File: src/rtl/m32b_8b_fifo.sv
// 32-bit word FIFO feeding a byte serializer (MSB byte first, one byte per clk_4f).
// Optional even-parity output enabled by defining M32B_8B_PARITY_EN.
module m32b_8b_fifo #(
  parameter int DEPTH = 4
) (
  input  logic        clk_4f,
  input  logic        reset_L,
  input  logic [31:0] data_in,
  input  logic        valid_in,
  output logic        ready_out,
  output logic [7:0]  data_out,
  output logic        valid_out,
  output logic        drop_err
`ifdef M32B_8B_PARITY_EN
  ,
  output logic        parity_out
`endif
);

  localparam int AW = $clog2(DEPTH);
  localparam logic [AW:0] FULL_CNT = (AW+1)'(DEPTH);
  localparam logic [AW:0] CNT_ONE  = (AW+1)'(1);

  typedef enum logic {IDLE, SEND} state_t;

  state_t      r_state, w_state_nxt;
  logic [31:0] r_mem [DEPTH];
  logic [AW-1:0] r_wr_ptr, r_rd_ptr;
  logic [AW:0] r_count;
  logic [31:0] r_shift, w_shift_nxt;
  logic [1:0]  r_idx, w_idx_nxt;
  logic [7:0]  w_data_nxt;
  logic        w_valid_nxt;
  logic        w_push, w_pop, w_empty;

  assign ready_out = (r_count != FULL_CNT);
  assign w_empty   = (r_count == '0);
  assign w_push    = valid_in & ready_out;
  // In SEND, idx wraps to 0 once the last byte of the word is on data_out.
  assign w_pop     = !w_empty && ((r_state == IDLE) || (r_state == SEND && r_idx == 2'd0));

  // NOTE: the word storage has no reset; a slot is only read after it has been written.
  always_ff @(posedge clk_4f) begin
    if (w_push) r_mem[r_wr_ptr] <= data_in;
  end

  // NOTE: sequential state uses non-blocking assignments so every register samples pre-edge values.
  always_ff @(posedge clk_4f or negedge reset_L) begin
    if (!reset_L) begin
      r_wr_ptr <= '0;
      r_rd_ptr <= '0;
      r_count  <= '0;
      drop_err <= 1'b0;
    end else begin
      if (w_push) r_wr_ptr <= r_wr_ptr + 1'b1;
      if (w_pop)  r_rd_ptr <= r_rd_ptr + 1'b1;
      case ({w_push, w_pop})
        2'b10:   r_count <= r_count + CNT_ONE;
        2'b01:   r_count <= r_count - CNT_ONE;
        default: r_count <= r_count;
      endcase
      if (valid_in && !ready_out) drop_err <= 1'b1;
    end
  end

  // NOTE: every signal gets a default first so no latch is inferred.
  always_comb begin
    w_state_nxt = r_state;
    w_shift_nxt = r_shift;
    w_idx_nxt   = r_idx;
    w_data_nxt  = data_out;
    w_valid_nxt = valid_out;
    if (w_pop) begin
      w_shift_nxt = {r_mem[r_rd_ptr][23:0], 8'h00};
      w_data_nxt  = r_mem[r_rd_ptr][31:24];
      w_valid_nxt = 1'b1;
      w_idx_nxt   = 2'd1;
      w_state_nxt = SEND;
    end else if (r_state == SEND) begin
      if (r_idx != 2'd0) begin
        w_data_nxt  = r_shift[31:24];
        w_shift_nxt = r_shift << 8;
        w_idx_nxt   = r_idx + 2'd1;
      end else begin
        w_state_nxt = IDLE;
        w_valid_nxt = 1'b0;
        w_data_nxt  = 8'h00;
      end
    end
  end

  always_ff @(posedge clk_4f or negedge reset_L) begin
    if (!reset_L) begin
      r_state   <= IDLE;
      r_shift   <= '0;
      r_idx     <= '0;
      data_out  <= 8'h00;
      valid_out <= 1'b0;
    end else begin
      r_state   <= w_state_nxt;
      r_shift   <= w_shift_nxt;
      r_idx     <= w_idx_nxt;
      data_out  <= w_data_nxt;
      valid_out <= w_valid_nxt;
    end
  end

`ifdef M32B_8B_PARITY_EN
  always_ff @(posedge clk_4f or negedge reset_L) begin
    if (!reset_L) parity_out <= 1'b0;
    else          parity_out <= ^w_data_nxt;
  end
`endif

endmodule

File: config.mk
export PLATFORM = sky130hd
export DESIGN_NAME = m32b_8b_fifo
export DESIGN_NICKNAME = d
export VERILOG_FILES = /design/src/rtl/m32b_8b_fifo.sv
export SDC_FILE = /design/constraint.sdc
export NUM_CORES = 1
export LEC_CHECK = 0
export ABC_AREA = 1
export CORE_MARGIN = 5
export CORE_UTILIZATION = 50
export DETAILED_ROUTE_END_ITERATION = 10
export PLACE_DENSITY = 0.72
export SLEW_MARGIN = 20
export SYNTH_ARGS = -nofsm -noshare
export SYNTH_HDL_FRONTEND = slang
export SYNTH_SLANG_ARGS = --single-unit
File: constraint.sdc
create_clock -name clk_4f -period 2.6 [get_ports clk_4f]
set_input_delay 0.78 -clock clk_4f [delete_from_list [all_inputs] [get_ports clk_4f]]
set_output_delay 0.78 -clock clk_4f [all_outputs]
set_load 0.02 [all_outputs]
==> reports/qor.csv <==
stage,metric,value,unit
floorplanning,std_cell_rows,43,
detailed_routing,vias,4450,
worst_setup_path,cp-end-kind,output port,
cells_and_area,utilization,59.3,%
worst_setup_path,r2r_cells,13,
global_routing,overflow,0,
floorplanning,pin_count,46,
logic_synthesis,avgSynthCellArea,11.7,um2
worst_setup_path,worst-path-stages,3,
logic_synthesis,synth_cell_types,29,
timing,hold_viol,0,
logic_synthesis,synth_seq_cells,172,
worst_setup_path,crit_type,reg -> out,
timing,fmax,414,MHz
worst_setup_path,r2r_setup_slack,560,ps
clocking,cts_max_level,4,
timing,setup_viol,0,
worst_setup_path,reg2reg_from,r_idx[0],
global_routing,antenna_found_initial,0,
power_and_ir_drop,vdd_drop_max,597,uV
logic_synthesis,syn_inst,596,
cells_and_area,antennaDiodeCount,0,
timing,worstMarginPinSlew,581,ps
global_routing,grt_pass1_vias,4436,
cells_and_area,final_cell_area,8170,um2
clocking,clk_pin_slew,70,ps
detailed_routing,drt-vias-per-instance,5.29,
clocking,cts_setup_buffers,0,
detailed_routing,drtIter0Drc,344,
clocking,cts_buffer_depth,2,
detailed_routing,avgRoutedWirePerCell,16.8,um
timing,setup_ws,182,ps
worst_setup_path,critPathRequiredTime,1820,ps
cells_and_area,nets,691,
clocking,ctsRootBufferMaster,clkbuf_16,
floorplanning,die_h,128,um
clocking,clk_latency,430,ps
worst_hold_path,hp-class,in -> async,
cells_and_area,fillerInstances,1113,
worst_setup_path,cp.arrival,1640,ps
global_routing,grt_use_total,18.5,%
power_and_ir_drop,powerDensity,1180,nW/um2
timing,slew_viol_final,0,
power_and_ir_drop,leakage,3.29,nW
logic_synthesis,ys_top_cells_by_area,"edfxtp_1 55%, dfrtp_1 16%, nand2_1 11%",
logic_synthesis,syn_area,6950,um2
logic_synthesis,syn_nets,638,
worst_setup_path,critPathMaxFanout,3,
cells_and_area,syn_to_final_growth,17.7,%
flow_run,max-cap-violations,0,
placed_design,place_congestion,0.824,
floorplanning,dieWidth,128,um
placed_design,portBuffers,45,
worst_setup_path,worstSetupStartpointType,flop,
worst_setup_path,cp-startpoint,r_count[1],
worst_setup_path,max_stage_delay,540,ps
timing,rsz0062_at_grt,false,
placed_design,place_area,7630,um2
logic_synthesis,synth_edf_count,128,
logic_synthesis,ys_seq_area_share,71.2,%
worst_setup_path,crit_path_end,ready_out,
timing,period_minus_slack,2420,ps
clocking,hold_buffers,0,
cells_and_area,fin_cells,841,
floorplanning,initial_core_util,50.4,%
timing,min_period_over_period,93.0,%
detailed_routing,highest_layer,met4,
placed_design,pre_cts_slack,211,ps
worst_setup_path,rr_endpoint,r_count[2],
worst_setup_path,cp_slowest_cell,clkdlybuf4s50_1,
detailed_routing,routed_wl,14.2,mm
clocking,cts_made_buffers,17,
placed_design,dp_hpwl,9.13,mm
logic_synthesis,synth_flop_cell,edfxtp_1,
logic_synthesis,synth_top_area_share,55.3,%
cells_and_area,layout-drive-gt1-share,8.93,%
worst_setup_path,path_cells,nor2_2 -> nand2_2 -> clkdlybuf4s50_1,
clocking,ctsResizeCount,0,
logic_synthesis,synthArstFlopShare,25.6,%
floorplanning,core,13800,um2
global_routing,grt_max_degree,67,
detailed_routing,dr.pass1.iters,5,
detailed_routing,wl_met2,6.93,mm
timing,relSlewSlack,61.2,%
logic_synthesis,yosys-top-cells-count,"199 x nand2_1, 128 x edfxtp_1, 102 x nand3_1",
clocking,cts.sinks,172,
logic_synthesis,synth.most_common_cell,nand2_1,
detailed_routing,drc_errors,0,
power_and_ir_drop,power,9.61,mW
floorplanning,dieArea,16300,um2
clocking,cts_tree,yes,
placed_design,dp_cells,810,
logic_synthesis,synth-warning-count,0,
worst_setup_path,crit_family,buffers and inverters,
run_status,status,finished clean,
logic_synthesis,synth_top_area_cell,edfxtp_1,
global_routing,grt_pass1_wl,22.9,mm
detailed_routing,wl_met3,816,um
detailed_routing,ant_nets,0,
timing,worst_hold_slack,273,ps
timing,fin_setup_tns,0,ps
worst_setup_path,path_buf_inv,1,
timing,clock_skew,10.4,ps
detailed_routing,wirelength_met1,6.17,mm
report_power, final:
part / internal, mW / switching [mW] / leakage, nW
sequential: 3.70 / 0.283 / 1.72
combinational: 1.07 / 2.21 / 1.30
clock: 1.38 / 0.960 / 0.265
layout by cell type (no fill, tap or decap):
master / instances
buf_2: 1
clkbuf_1: 3
a31o_2: 1
clkbuf_16: 17
clkinv_1: 7
nor2_2: 5
a21boi_0: 4
nand2_2: 3
ha_1: 6
inv_6: 1
dfrtp_2: 1
inv_1: 30
a21boi_1: 5
fa_1: 1
a21boi_2: 2
nand3_1: 102
a21oi_1: 6
dfrtp_1: 43
clkdlybuf4s50_1: 44
xor2_1: 3
clkinv_4: 1
o21ai_0: 5
clkinv_2: 3
nand2_4: 2
nor2_4: 1
bufinv_16: 2
xnor2_1: 1
buf_12: 4
buf_4: 13
edfxtp_1: 128
nand4_1: 7
nor2_1: 8
inv_4: 1
inv_2: 1
nand2_1: 199
sequential cells by signal (all words and copies together) (netlist names):
name and flops:
data_out 8, drop_err 1, r_count 3, r_idx 2, r_mem 128, r_rd_ptr 2
r_shift 24, r_state 1, r_wr_ptr 2, valid_out 1
how the worst min path moves through the flow:
stage,start,end,slack (ps),depth (start not counted)
after floorplan,r_shift[10],r_shift[10],450,2
after global placement,drop_err,drop_err,460,1
after detailed placement,r_shift[9],r_shift[9],470,2
after CTS,reset_L,data_out[1],270,1
after global routing,reset_L,r_shift[25],310,1
final,reset_L,r_shift[25],270,1
logic make-up (layout without fill, tap and decap cells):
family                   after synthesis  after routing  synth area share (%)
AO/OA/AOI/OAI                         23             23                  2.22
XOR/XNOR                               4              4                 0.505
adder cells (fa/ha/maj)                7              7                  1.37
buffers and inverters                 63            128                  4.49
flip-flops                           172            172                  71.2
AND/OR/NAND/NOR                      327            327                  20.2
final cells by class:
class	count	area [um2]	share of cell area [%]
Inverter	35	139	1.70
Timing Repair Buffer	62	623	7.63
Clock inverter	11	103	1.26
Tap cell	180	225	2.76
Multi-Input combinational cell	361	1700	20.8
Clock buffer	20	437	5.34
Sequential cell	172	4950	60.5
routing by layer:
metal  GRT usage [%]  up-vias
met1            24.4     2168
met3            4.42       16
met4            7.24        0
met2            29.9      129
met5               0        -
li1                -     2137
Note: power is estimated with default switching activity, not from simulation.
